$ cat src/rtl/rv32_fetch_buffer.sv
// rtl/rv32_fetch_buffer.sv - instruction fetch front end with PC tracking and DEPTH-entry word FIFO
module rv32_fetch_buffer #(
    parameter int              XLEN     = 32,
    parameter int              DEPTH    = 4,
    parameter logic [XLEN-1:0] RESET_PC = '0
) (
    input  logic                     clk,
    input  logic                     rst_n,
    output logic [XLEN-1:0]          pc_fetch,
    output logic                     fetch_req,
    input  logic [XLEN-1:0]          code_fetch,
    input  logic                     redirect_valid,
    input  logic [XLEN-1:0]          redirect_pc,
    output logic                     out_valid,
    output logic [XLEN-1:0]          out_code,
    output logic [XLEN-1:0]          out_pc,
    input  logic                     out_ready,
    output logic [$clog2(DEPTH):0]   occupancy
);
    localparam int AW = $clog2(DEPTH);
    localparam int CW = AW + 1;
    localparam logic [CW:0]   DEPTH_CREDIT = (CW + 1)'(DEPTH);
    localparam logic [CW-1:0] DEPTH_OCC    = CW'(DEPTH);

    logic [XLEN-1:0] mem_code [DEPTH];
    logic [XLEN-1:0] mem_pc   [DEPTH];

    logic [XLEN-1:0] pc_fetch_q, pc_fetch_d;
    logic [XLEN-1:0] resp_pc_q, resp_pc_d;
    logic            inflight_q, inflight_d;
    logic [AW-1:0]   wr_ptr_q, wr_ptr_d;
    logic [AW-1:0]   rd_ptr_q, rd_ptr_d;
    logic [CW-1:0]   occ_q, occ_d;
    logic [XLEN-1:0] out_code_q, out_code_d;
    logic [XLEN-1:0] out_pc_q, out_pc_d;

    logic [CW:0] credit;
    logic        issue;
    logic        push;
    logic        pop;

    // A request is only issued when a FIFO slot is guaranteed for its response.
    assign credit    = {1'b0, occ_q} + {{CW{1'b0}}, inflight_q};
    assign issue     = rst_n & ~redirect_valid & (credit < DEPTH_CREDIT);
    assign push      = inflight_q & ~redirect_valid;
    assign out_valid = (occ_q != '0);
    assign pop       = out_valid & out_ready & ~redirect_valid;

    assign fetch_req = issue;
    assign pc_fetch  = pc_fetch_q;
    assign occupancy = occ_q;
    assign out_code  = out_code_q;
    assign out_pc    = out_pc_q;

    always_comb begin
        pc_fetch_d = pc_fetch_q;
        resp_pc_d  = resp_pc_q;
        inflight_d = inflight_q;
        wr_ptr_d   = wr_ptr_q;
        rd_ptr_d   = rd_ptr_q;
        occ_d      = occ_q;
        out_code_d = out_code_q;
        out_pc_d   = out_pc_q;
        if (redirect_valid) begin
            pc_fetch_d = redirect_pc & ~XLEN'(3);
            inflight_d = 1'b0;
            wr_ptr_d   = '0;
            rd_ptr_d   = '0;
            occ_d      = '0;
        end else begin
            inflight_d = issue;
            if (issue) begin
                pc_fetch_d = pc_fetch_q + XLEN'(4);
                resp_pc_d  = pc_fetch_q;
            end
            wr_ptr_d = wr_ptr_q + AW'(push);
            rd_ptr_d = rd_ptr_q + AW'(pop);
            occ_d    = occ_q + CW'(push) - CW'(pop);
            // Head registers track the entry that will sit at rd_ptr after this edge.
            if (occ_d != '0) begin
                if (push && (wr_ptr_q == rd_ptr_d)) begin
                    out_code_d = code_fetch;
                    out_pc_d   = resp_pc_q;
                end else begin
                    out_code_d = mem_code[rd_ptr_d];
                    out_pc_d   = mem_pc[rd_ptr_d];
                end
            end
        end
    end

    always_ff @(posedge clk or negedge rst_n) begin
        if (!rst_n) begin
            pc_fetch_q <= RESET_PC;
            resp_pc_q  <= '0;
            inflight_q <= 1'b0;
            wr_ptr_q   <= '0;
            rd_ptr_q   <= '0;
            occ_q      <= '0;
            out_code_q <= '0;
            out_pc_q   <= '0;
        end else begin
            pc_fetch_q <= pc_fetch_d;
            resp_pc_q  <= resp_pc_d;
            inflight_q <= inflight_d;
            wr_ptr_q   <= wr_ptr_d;
            rd_ptr_q   <= rd_ptr_d;
            occ_q      <= occ_d;
            out_code_q <= out_code_d;
            out_pc_q   <= out_pc_d;
        end
    end

    always_ff @(posedge clk) begin
        if (push) begin
            mem_code[wr_ptr_q] <= code_fetch;
            mem_pc[wr_ptr_q]   <= resp_pc_q;
        end
    end

    a_no_overflow: assert property (@(posedge clk) disable iff (!rst_n)
        !(push && !pop && (occ_q == DEPTH_OCC)));

endmodule

$ cat config.mk
export PLATFORM = sky130hd
export DESIGN_NAME = rv32_fetch_buffer
export DESIGN_NICKNAME = d
export VERILOG_FILES = /design/src/rtl/rv32_fetch_buffer.sv
export SDC_FILE = /design/constraint.sdc
export NUM_CORES = 1
export LEC_CHECK = 0
export ABC_AREA = 1
export BUFFER_PORTS_ARGS = -buffer_cell sky130_fd_sc_hd__buf_2
export CAP_MARGIN = 25
export CORE_AREA = 5 5 165 167
export CTS_BUF_LIST = sky130_fd_sc_hd__clkbuf_4 sky130_fd_sc_hd__clkbuf_8
export DETAILED_ROUTE_END_ITERATION = 10
export DIE_AREA = 0 0 170 172
export GPL_TIMING_DRIVEN = 0
export PLACE_DENSITY = 0.84
export SLEW_MARGIN = 20
export SYNTH_ARGS = -nofsm -noshare
export SYNTH_HDL_FRONTEND = slang
export SYNTH_SLANG_ARGS = --single-unit
$ cat constraint.sdc
create_clock -name clk -period 12 [get_ports clk]
set_input_delay 0 -clock clk [delete_from_list [all_inputs] [get_ports clk]]
set_output_delay 0 -clock clk [all_outputs]
set_load 0.005 [all_outputs]
==> results.txt <==
----------------------------------------------------
[GRT]
  Antenna violations before repair ... 1
  Pin count of the biggest net entering global routing ... 98
  GRT overflow ... 0
  Number of global-route vias before repair ... 13.70k
  Global-route wire length before repair ... 70320 um
  Global Route Usage Sum ... 0.3042

[CTS]
  Clock tree from TritonCTS ... built
  H-tree depth ... 2
  Clock latency on the worst-skew pair ... 0.58 ns
  # clock sinks ... 378
  Clock tree root driver cell ... clkbuf_8
  Deepest clock path buffer count ... 3
  Clock-pin slew on the worst setup and hold paths ... 0.07 ns
  Setup bufs post-CTS ... 0
  TritonCTS buffer count ... 57

[Final layout]
  Area grow syn2layout ... 22.09%
  Commonest cells after routing, fill and taps aside ... 563 x nand2_1, 328 x nand3_1, 248 x edfxtp_1
  Share of final-layout standard cells stronger than drive strength 1 ... 0.1818
  Most frequent standard cell in the layout excluding fill and tap cells ... nand2_1
  NumNets Final ... 2046
  Area of combinational cells with multiple inputs ... 0.004862 mm2
  Sequential Area ... 0.01070 mm2
  Final-layout fill cell count ... 1557

[Worst setup path]
  R2R Path Start ... inflight_q
  Kind of critical path ... reg2reg
  Endpoint required time on the critical path ... 12.46 ns
  Crit. End Element ... register
  Worst reg-to-reg setup slack ... 8.43 ns
  Worst-path fanout max ... 10
  Critical path launch point type ... register
  Origin of the worst setup path ... inflight_q
  Critical Path Sink ... out_pc[21]
  Cells on worst reg2reg path ... 12
  Worst reg2reg endpoint ... out_pc[21]
  WP data arrival ... 4.03 ns

[Timing]
  Post-Route Skew ... 0.01132 ns
  Number of max-slew violations in the final report ... 0
  Post-route fraction of the period consumed by the critical path ... 0.2975
  Total negative slack ... 0 ns
  Worst slew slack as a fraction of its limit ... 0.4227
  Hold Violations, Final ... 0
  Post-route minimum period ... 3.570 ns
  Setup repair after global routing missed its margin ... no
  Worst Max-Slew Pin Slew ... 0.8632 ns
  # setup viols final ... 0
  Fmax achieved ... 0.2801 GHz

[Pwr]
  Power per cell area ... 204.0 mW/mm2
  Total power consumption of the routed design ... 4.091 mW
  Static leakage power ... 8.971 nW
  Worst voltage drop across the vdd grid ... 0.1498 mV

[Floorplan]
  Die Outline Area ... 0.02924 mm2
  Starting Density ... 0.6413
  Core area ... 0.02562 mm2
  Number of top-level pins ... 169
  Die height ... 172 um
  Horiz. Die Dim ... 170 um
  Cell row count ... 59

[Routing]
  Number of iterations in the first detailed-routing pass ... 6
  Total number of vias ... 13.58k
  Routed metal-1 wire length ... 16410 um
  Average vias per placed instance ... 5.765
  Post-DR wirelength/cell ... 18.81 um
  Antenna-violating nets left ... 0
  Initial detailed-routing violation count ... 1474
  Wire length on met2 ... 21300 um
  Highest metal used ... met5
  Post-detailed-route DRC marker count ... 0
  Detail Route met3 WL ... 4706 um
  Total Wirelength ... 44310 um

[Yosys]
  Count of unique library cells instantiated by Yosys ... 32
  Average instance area after synthesis ... 9.950 um2
  Cell count after synthesis ... 1651
  Summed instance area of the synthesized netlist ... 0.01643 mm2
  Main synth FF type ... edfxtp_1
  Warnings, synthesis ... 0
  Flops & latches, synth ... 378
  Post-synth EDFFs ... 248
  Fraction of the yosys area taken by sequential cells ... 0.6514
  Async set or reset register ratio after synthesis ... 0.3439

[Place]
  Routability congestion estimate ... 0.9097
  Post-detail-place hpwl ... 29000 um
  IO Port Bufs ... 162

[Job]
  Max_cap viols ... 0

[Min path]
  Type of the tightest min-delay check ... in2reg

[Status]
  Status ... completed

----------------------------------------------------
==> layer usage <==
metal,global-route usage,up-vias
li1,-,6181
met1,0.4009,6398
met2,0.5003,838
met3,0.05853,157
met4,0.1337,2
met5,0,-
==> through the flow <==
stage | hold WS [ns] | cells | setup WS [ns] | cell area (um2) | util
floorplan | -0.2956 | 1654 | 6.677 | 16440 | -
global placement | 0.2145 | 2151 | 3.375 | 17670 | 0.6897
detailed placement | -0.1145 | 2182 | 8.669 | 18010 | 0.7031
CTS | 0.01436 | 2354 | 8.607 | 20050 | 0.7828
global route | 0.05304 | 2354 | 8.372 | 20050 | 0.7828
finish | 0.07818 | 2355 | 8.430 | 20060 | 0.7829
==> area by class of cell <==
| cell class | instances | area share |
|---|---|---|
| antenna | 1 | 0.0001248 |
| buffer | 95 | 0.02308 |
| clock buffer | 82 | 0.05191 |
| clock inverter | 23 | 0.01603 |
| inverter | 117 | 0.02190 |
| multi-input combinational | 1064 | 0.2424 |
| sequential | 378 | 0.5335 |
| tap | 335 | 0.02090 |
| timing repair buffer | 260 | 0.09009 |
==> logic make-up (layout without fill, tap and decap cells) <==
group / after synthesis / after routing / share of synthesized area
buf+inv: 212 / 577 / 0.05492
simple gates: 961 / 961 / 0.2506
xor+xnor: 27 / 27 / 0.01440
compound gates: 67 / 67 / 0.02422
other cells: 1 / 5 / 0.0002283
fa+ha+maj: 5 / 5 / 0.004266
flops: 378 / 378 / 0.6514
==> power by group <==
group          leakage (nW)  internal [mW]  switching, mW
clock network         0.715          0.733          0.499
logic                  4.39          0.376          0.690
registers              3.86           1.63          0.168
total                  8.97           2.73           1.36
==> state kept, by name, indices dropped and copies added (netlist names) <==
signal / flops
rd_ptr_q: 2
out_code: 32
resp_pc_q: 30
mem_pc: 120
wr_ptr_q: 2
occupancy: 3
inflight_q: 1
mem_code: 128
pc_fetch: 30
out_pc: 30
==> critical path, cell delays in order, from the launching register on <==
cell and delay, ns:
dfrtp_1 0.44, nand2_1 0.28, inv_1 0.14, nand2_1 0.09, o21ai_0 0.10, ha_1 0.19
inv_1 0.07, fa_1 0.45, a31oi_2 0.74, inv_2 0.38, clkbuf_1 0.33, nand2_1 0.16
nand2_1 0.08
==> cells in the mapped netlist (all sizes together), types with 3 or more instances <==
master | number | area share
buf | 52 | 0.018
clkbuf | 43 | 0.0098
dfrtp | 130 | 0.20
edfxtp | 248 | 0.45
ha | 4 | 0.0030
inv | 117 | 0.027
nand2 | 571 | 0.13
nand3 | 329 | 0.10
nand4 | 7 | 0.0027
nor2 | 36 | 0.0090
nor3 | 15 | 0.0046
o211ai | 7 | 0.0032
o21ai | 45 | 0.014
o21bai | 4 | 0.0018
o221ai | 9 | 0.0048
xnor2 | 3 | 0.0016
xor2 | 24 | 0.013
==> repair_timing <==
item	in CTS	in global routing
hold endpoints to repair	320	0
hold buffers	67	0
resized for setup	0	0
==> worst min-delay path by stage <==
stage,startpoint,to,slack (ns),cells past startpoint
floorplan,rst_n,inflight_q,-0.30,0
global placement,redirect_pc[11],pc_fetch[11],0.21,3
detailed placement,rst_n,out_code[4],-0.11,1
CTS,redirect_valid,out_code[30],0.01,4
global route,redirect_valid,out_code[30],0.05,4
finish,redirect_valid,out_code[29],0.08,4
Note: power is estimated with default switching activity, not from simulation.
